--- src/rtl/move_scheduler_pkg.sv ---
// Shared constants, FSM encoding and saturating step helper for the sprite movement controller.
package move_scheduler_pkg;

    localparam logic [9:0] STEP        = 10'd2;
    localparam logic [9:0] X_MAX       = 10'd624;
    localparam logic [9:0] Y_MAX       = 10'd464;
    localparam logic [9:0] START_X     = 10'd16;
    localparam logic [9:0] START_Y     = 10'd16;
    localparam logic [9:0] SPRITE_EDGE = 10'd15;
    localparam int         TILE_SHIFT  = 4;

    typedef enum logic [1:0] {
        ST_IDLE   = 2'd0,
        ST_CAND   = 2'd1,
        ST_PROBE  = 2'd2,
        ST_DECIDE = 2'd3
    } state_t;

    // One STEP toward zero or toward pos_max, clamped at the ends of the playfield.
    function automatic logic [9:0] step_pos(input logic [9:0] pos,
                                            input logic       toward_zero,
                                            input logic [9:0] pos_max);
        logic [9:0] res;
        if (toward_zero)
            res = (pos < STEP) ? 10'd0 : pos - STEP;
        else
            res = (pos > pos_max - STEP) ? pos_max : pos + STEP;
        return res;
    endfunction

endpackage

--- src/rtl/move_scheduler_tile_addr_calc.sv ---
// Pixel (x,y) to tile-map index; row*40 is built from two shifts.
module move_scheduler_tile_addr_calc
    import move_scheduler_pkg::*;
(
    input  logic [9:0]  i_x,
    input  logic [9:0]  i_y,
    output logic [10:0] o_addr
);

    logic [5:0] w_col;
    logic [5:0] w_row;
    logic       w_unused_lsb;

    assign w_col  = i_x[9:TILE_SHIFT];
    assign w_row  = i_y[9:TILE_SHIFT];
    assign o_addr = {w_row, 5'b0} + {2'b0, w_row, 3'b0} + {5'b0, w_col};

    assign w_unused_lsb = ^{i_x[TILE_SHIFT-1:0], i_y[TILE_SHIFT-1:0]};

endmodule

--- src/rtl/move_scheduler.sv ---
// Once-per-frame sprite step with four-corner wall probe; renderer has priority on the tile port.
//  state  | meaning
//  IDLE   | waiting for frame_tick with a button held
//  CAND   | candidate latched; drop out if saturation left it unchanged
//  PROBE  | issue corner reads when renderer is idle, watch returning wall bits
//  DECIDE | commit candidate unless a wall was seen
module move_scheduler
    import move_scheduler_pkg::*;
(
    input  logic        CLOCK_25,
    input  logic        reset,
    input  logic        frame_tick,
    input  logic        btn_up,
    input  logic        btn_down,
    input  logic        btn_left,
    input  logic        btn_right,
    input  logic        vid_req,
    input  logic [10:0] vid_addr,
    output logic        vid_grant,
    output logic [10:0] tile_addr,
    input  logic        tile_wall,
    output logic [9:0]  x_pos,
    output logic [9:0]  y_pos,
    output logic        busy
);

    state_t      r_state;
    state_t      w_state_nxt;
    logic [9:0]  r_x;
    logic [9:0]  r_y;
    logic [9:0]  r_cand_x;
    logic [9:0]  r_cand_y;
    logic [1:0]  r_probe_idx;
    logic        r_inflight;
    logic        r_wall_seen;
    logic        w_any_btn;
    logic        w_wall_now;
    logic        w_issue;
    logic [9:0]  w_corner_x;
    logic [9:0]  w_corner_y;
    logic [10:0] w_probe_addr;

    assign w_any_btn  = btn_up | btn_down | btn_left | btn_right;
    assign w_wall_now = r_inflight & tile_wall;
    assign w_issue    = (r_state == ST_PROBE) & ~vid_req & ~w_wall_now;

    // Probe index bit 0 selects the right edge, bit 1 the bottom edge.
    assign w_corner_x = r_cand_x + (r_probe_idx[0] ? SPRITE_EDGE : 10'd0);
    assign w_corner_y = r_cand_y + (r_probe_idx[1] ? SPRITE_EDGE : 10'd0);

    move_scheduler_tile_addr_calc u_addr_calc (
        .i_x    (w_corner_x),
        .i_y    (w_corner_y),
        .o_addr (w_probe_addr)
    );

    assign vid_grant = vid_req;
    assign tile_addr = vid_req ? vid_addr : w_probe_addr;
    assign x_pos     = r_x;
    assign y_pos     = r_y;
    assign busy      = (r_state != ST_IDLE);

    always_comb begin
        w_state_nxt = r_state;
        case (r_state)
            ST_IDLE:   if (frame_tick && w_any_btn) w_state_nxt = ST_CAND;
            ST_CAND:   w_state_nxt = (r_cand_x == r_x && r_cand_y == r_y) ? ST_IDLE : ST_PROBE;
            ST_PROBE:  if (w_wall_now || (w_issue && r_probe_idx == 2'd3)) w_state_nxt = ST_DECIDE;
            ST_DECIDE: w_state_nxt = ST_IDLE;
            default:   w_state_nxt = ST_IDLE;
        endcase
    end

    always_ff @(posedge CLOCK_25 or negedge reset) begin
        if (!reset) begin
            r_state     <= ST_IDLE;
            r_x         <= START_X;
            r_y         <= START_Y;
            r_cand_x    <= 10'd0;
            r_cand_y    <= 10'd0;
            r_probe_idx <= 2'd0;
            r_inflight  <= 1'b0;
            r_wall_seen <= 1'b0;
        end else begin
            r_state    <= w_state_nxt;
            r_inflight <= w_issue;
            case (r_state)
                ST_IDLE: begin
                    if (frame_tick && w_any_btn) begin
                        r_cand_x    <= r_x;
                        r_cand_y    <= r_y;
                        r_probe_idx <= 2'd0;
                        r_wall_seen <= 1'b0;
                        if (btn_up)
                            r_cand_y <= step_pos(r_y, 1'b1, Y_MAX);
                        else if (btn_down)
                            r_cand_y <= step_pos(r_y, 1'b0, Y_MAX);
                        else if (btn_left)
                            r_cand_x <= step_pos(r_x, 1'b1, X_MAX);
                        else
                            r_cand_x <= step_pos(r_x, 1'b0, X_MAX);
                    end
                end
                ST_PROBE: begin
                    if (w_issue)
                        r_probe_idx <= r_probe_idx + 2'd1;
                    if (w_wall_now)
                        r_wall_seen <= 1'b1;
                end
                ST_DECIDE: begin
                    // The last corner's data arrives in this cycle, so fold it in directly.
                    if (!r_wall_seen && !w_wall_now) begin
                        r_x <= r_cand_x;
                        r_y <= r_cand_y;
                    end
                end
                default: ;
            endcase
        end
    end

endmodule
--- config.mk ---
export PLATFORM = sky130hd
export DESIGN_NAME = move_scheduler
export DESIGN_NICKNAME = d
export VERILOG_FILES = /design/src/rtl/move_scheduler_pkg.sv /design/src/rtl/move_scheduler_tile_addr_calc.sv /design/src/rtl/move_scheduler.sv
export SDC_FILE = /design/constraint.sdc
export NUM_CORES = 1
export LEC_CHECK = 0
export ABC_AREA = 1
export BUFFER_PORTS_ARGS = -buffer_cell sky130_fd_sc_hd__buf_2
export CORE_ASPECT_RATIO = 0.6
export CORE_MARGIN = 4
export CORE_UTILIZATION = 64
export CTS_CLUSTER_SIZE = 8
export DETAILED_ROUTE_END_ITERATION = 6
export PLACE_DENSITY = 0.95
export REMOVE_ABC_BUFFERS = 1
export SLEW_MARGIN = 0
export SYNTH_ARGS = -nofsm -noshare
export SYNTH_HDL_FRONTEND = slang
export SYNTH_HIERARCHICAL = 1
export SYNTH_SLANG_ARGS = --single-unit
--- constraint.sdc ---
create_clock -name CLOCK_25 -period 9.1 [get_ports CLOCK_25]
set_input_delay 1.365 -clock CLOCK_25 [delete_from_list [all_inputs] [get_ports CLOCK_25]]
set_output_delay 1.365 -clock CLOCK_25 [all_outputs]
set_load 0.02 [all_outputs]
* After elaboration in Yosys (flattened, before gate mapping)
Index checks and enable logic that the tools add are counted.
** Storage, ports and cells
- Register bits after elaboration :: 46
- Input bits :: 20
- Output and inout port bits :: 33
** Operators by class
- $add $sub $neg :: 9
- Magnitude comparators :: 4
- Equality and inequality tests :: 10
- Multiplexer cells :: 22
- Bitwise gates (word level) :: 8
- Reduce and logical (&&, ||, !) cells :: 15
** Operator list (number)
- 10-bit 2-to-1 mux :: 9
- 10-bit by 2-bit adder with 10-bit output, second input constant :: 2
- 10-bit by 4-bit adder with 10-bit output :: 2
- 10-bit == test :: 2
- 10-bit by 2-bit less-than comparator with 1-bit output, second input constant :: 2
- 10-bit by 2-bit subtractor with 10-bit output, second input constant :: 2
- 11-bit by 6-bit adder with 11-bit output :: 1
- 11-bit by 9-bit adder with 11-bit output :: 1
- 11-bit 2-to-1 mux :: 1
- 10-bit greater-than comparator, second input constant :: 1
- 10-bit by 9-bit greater-than comparator with 1-bit output, second input constant :: 1
- 2-bit 2-to-1 mux :: 5
- 4-bit 2-to-1 mux :: 2
- 2-bit case mux with 4 select lines :: 1
- 2-bit == test, second input constant :: 3
- 2-bit != test, second input constant :: 3
- 2-bit AND reduction :: 3
- 3-bit AND reduction :: 2
- 1-bit logical AND :: 4
- 2-bit case mux with 2 select lines :: 1
- 2-bit nonzero test :: 2
- 1-bit bitwise AND :: 3
- 1-bit bitwise OR :: 3
- 2-bit by 1-bit adder with 2-bit output, second input constant :: 1
- other kinds (8) :: 11

* Depth between registers and ports, before layout
- Depth after elaboration :: 7
- Depth in mapped cells :: 18

* Hierarchy
The synthesis kept the hierarchy.
** Modules (own cells, without submodules)
- move_scheduler :: instances 1, cells each 595, area each 3878.7 um^2, sequential area each 1153.6 um^2
- move_scheduler_tile_addr_calc :: instances 1, cells each 61, area each 405.4 um^2, sequential area each 0.0 um^2

* Worst setup path before layout
OpenSTA, ideal clock, no wires.
- Path kind :: flip-flop to output port
- Start point :: register r_probe_idx[1]
- End point :: output tile_addr[8]
- Arrival time :: 3.084 ns
- Required time :: 7.735 ns
- Slack :: 4.651 ns
- Stages on the path, launching flop included :: 15
- Path buffers :: 0
- Cells stage by stage :: dfrtp_1 ha_1 inv_1 fa_1 o21ai_0 nand2_1 xor2_1 inv_1 fa_1 fa_1 nor2_1 nor2_1 xnor2_1 nand2_1 nand2_1
** On the way
- Longest elaborated chain between the ends :: 5
** Ends and longest elaborated chain
- from (decl) :: line move_scheduler.sv:33 : logic [1:0] r_probe_idx;
- from (signal assigned) :: line move_scheduler.sv:106 : r_probe_idx <= r_probe_idx + 2'd1;
- 4-bit 2-to-1 mux :: line move_scheduler.sv:49 : assign w_corner_y = r_cand_y + (r_probe_idx[1] ? SPRITE_EDGE : 10'd0);
- 10-bit by 4-bit adder with 10-bit output :: line move_scheduler.sv:49
- named net w_corner_y[6] :: line move_scheduler.sv:40 : logic [9:0] w_corner_y;
- 11-bit by 9-bit adder with 11-bit output :: line move_scheduler_tile_addr_calc.sv:16 : assign o_addr = {w_row, 5'b0} + {2'b0, w_row, 3'b0} + {5'b0, w_col};
- 11-bit by 6-bit adder with 11-bit output :: line move_scheduler_tile_addr_calc.sv:16
- named net w_probe_addr[8] :: line move_scheduler.sv:41 : logic [10:0] w_probe_addr;
- 11-bit 2-to-1 mux :: line move_scheduler.sv:58 : assign tile_addr = vid_req ? vid_addr : w_probe_addr;
- to (decl) :: line move_scheduler.sv:20 : output logic [10:0] tile_addr,
The timed path passes the listed nets, and every way through them passes these cells.

* Final worst setup path
Same ends and word-level chain as after synthesis.

==> flow_summary.json <==
{
  "status": "completed",
  "route.detailed.drc": 0,
  "grt_max_degree": 47,
  "clock.fmax_mhz": 192,
  "dr_wl_met3_um": 1700,
  "initial_core_util_pct": 67.6,
  "synth_area_um2": 4240,
  "antenna_found_initial": 0,
  "slew_headroom_pct": 28.6,
  "hold_buffers": 0,
  "setup_tns_ns": 0,
  "finalNonFillerCells": 769,
  "synth_area_per_cell_um2": 6.53,
  "power_frac_comb_pct": 67.6,
  "rsz0062_at_grt": "no",
  "grt-ovfl-total": 0,
  "crit_slowest_cell": "fa_1",
  "p_sw_mw": 1.10,
  "critPathRequiredTime_ns": 7.74,
  "grt_usage_pct": 29.8,
  "critPathKind": "register to primary output",
  "cp-start-kind": "register",
  "grt_pass1_vias": 3994,
  "dr_wl_met2_um": 5110,
  "worstPathArrival_ns": 3.84,
  "fin_crit_sh_pct": 57.2,
  "p_clk_share_pct": 8.2,
  "dr.pass1.iters": 7,
  "io_pins": 53,
  "cts_root_buf": "clkbuf_8",
  "area_growth_pct": 7.61,
  "regArea_um2": 1150,
  "place_hpwl_um": 9170,
  "cts.clk_slew.worst_paths_ns": 0.09,
  "hold_violations": 0,
  "drive_gt1_share_pct": 13.0,
  "cts_resized": 0,
  "p_seq_share_pct": 24.1,
  "grt_pass1_wl_um": 19300,
  "die_h_um": 71.1,
  "wire_per_inst_um": 15.6,
  "switching_share_pct": 56.0,
  "critPathLaunch": "r_probe_idx[1]",
  "nets": 732,
  "internal-power_uw": 864,
  "fill_cells": 513,
  "diodes": 0,
  "clock_sinks": 46,
  "htree_levels": 2,
  "postRouteAntennaNets": 0,
  "slew_viol_final": 0,
  "fp-row-count": 22,
  "critPathTopFamily": "adder cells",
  "finalSetupViolCount": 0,
  "met1_length_um": 5000,
  "drt-total-wl_um": 12000,
  "cpPeakStageDelay_ns": 0.51,
  "drv_cap": 0,
  "syn_inst": 650,
  "end_kind": "primary output",
  "clock_latency_ns": 0.30,
  "worst_pin_slew_ns": 1.07,
  "drtIter0Drc": 658,
  "vias": 4456,
  "gp_congestion": 1.01,
  "clock_path_buffers": 2,
  "p_leak_nw": 2.50,
  "postCtsSetupBuffers": 0,
  "path_buf_inv": 3,
  "viasPerCell": 5.79,
  "port_buffers": 52,
  "p_per_area_nw_per_um2": 430,
  "die_w_um": 113,
  "min_period_ns": 5.20,
  "die_area_um2": 8040,
  "coreArea_um2": 6280,
  "cts_buffers": 5,
  "worstPathMaxFanout": 6,
  "hp-class": "register to register",
  "crit_chain": "ha_1, inv_1, fa_1, o21ai_0, nand2_1, xor2_1, inv_1, fa_1, fa_1, nor2_1, nor2_1, xnor2_1, nand2_1, nand2_1, buf_2",
  "irDropWorstVdd_mv": 0.297,
  "yosysWarnings": 6,
  "cts_tree": "done",
  "rr_startpoint": "y_pos[1]",
  "topRoutingLayerUsed": "met4",
  "min_from": "r_state[0]",
  "finClkSkew_ns": 0.00397,
  "multiInputGateArea_um2": 2590,
  "dp.cells": 761
}
==> layer usage <==
layer | GRT usage [%] | vias up
li1 | - | 2081
met1 | 42.3 | 2023
met2 | 45.7 | 314
met3 | 8.46 | 38
met4 | 6.27 | 0
met5 | 0 | -
==> worst paths after layout <==
| path | depth (start not counted) | endpoint | slack, ns |
|---|---|---|---|
| worst max register to register | 11 | r_cand_y[7] | 7.07 |
| worst max-delay path | 15 | tile_addr[8] | 3.90 |
| min in group asynchronous | 1 | y_pos[6] | 1.24 |
| worst min register to register | 1 | r_state[0] | 0.52 |
| max in group asynchronous | 1 | r_cand_y[5] | 7.19 |
| worst min-delay path | 1 | r_state[0] | 0.52 |
==> cells in the final DEF, fill, tap and decap left out, types with 2 or more instances in the layout <==
master	count
a21oi_2	2
xor2_1	22
inv_2	4
nand2_1	218
dfrtp_1	44
nor2_2	4
nand4_1	11
ha_1	24
dfstp_2	2
nand2_2	5
nand3_2	2
nor2_4	4
a21boi_1	2
a21oi_1	19
xnor2_1	12
nor3_1	6
nand3b_1	2
buf_2	52
nand3_1	45
o21ai_0	34
o21ai_1	4
nor2_1	62
fa_1	4
inv_1	82
clkbuf_8	6
==> power groups by stage <==
stage	sequential, mW	clock [mW]	combinational (mW)
final	0.474	0.161	1.33
after detailed placement	0.466	0	1.29
after floorplan	0.462	0	0.928
after global placement	0.458	0	1.22
after CTS	0.463	0.161	1.31
after global routing	0.486	0.171	1.48
==> sequential cells by signal, indices dropped and copies added, names as in the netlist, named ones only <==
register,flops
r_state,1
r_wall_seen,1
r_probe_idx,2
r_cand_x,10
r_inflight,1
x_pos,10
y_pos,10
r_cand_y,10
==> final cells by class <==
| type | count | area share, % |
|---|---|---|
| inverters | 88 | 7.29 |
| clock buffers | 7 | 1.89 |
| well taps | 84 | 2.30 |
| flip-flops and latches | 46 | 25.3 |
| clock inverters | 1 | 0.658 |
| multi-input cells | 490 | 56.7 |
| repair buffers | 53 | 5.87 |
==> through the flow <==
stage               power, mW  instance area, µm²  worst slack (ns)  utilization [%]  hold WS, ns
global route             2.14                4560              3.58             72.7        0.522
global placement         1.68                4450              4.50             70.9        0.476
detailed placement       1.76                4450              4.33             70.9        0.486
floorplan                1.39                4080              4.71                -        0.454
finish                   1.96                4560              3.90             72.7        0.522
CTS                      1.93                4560              3.93             72.7        0.511
Power figures use the tool's default switching activity.
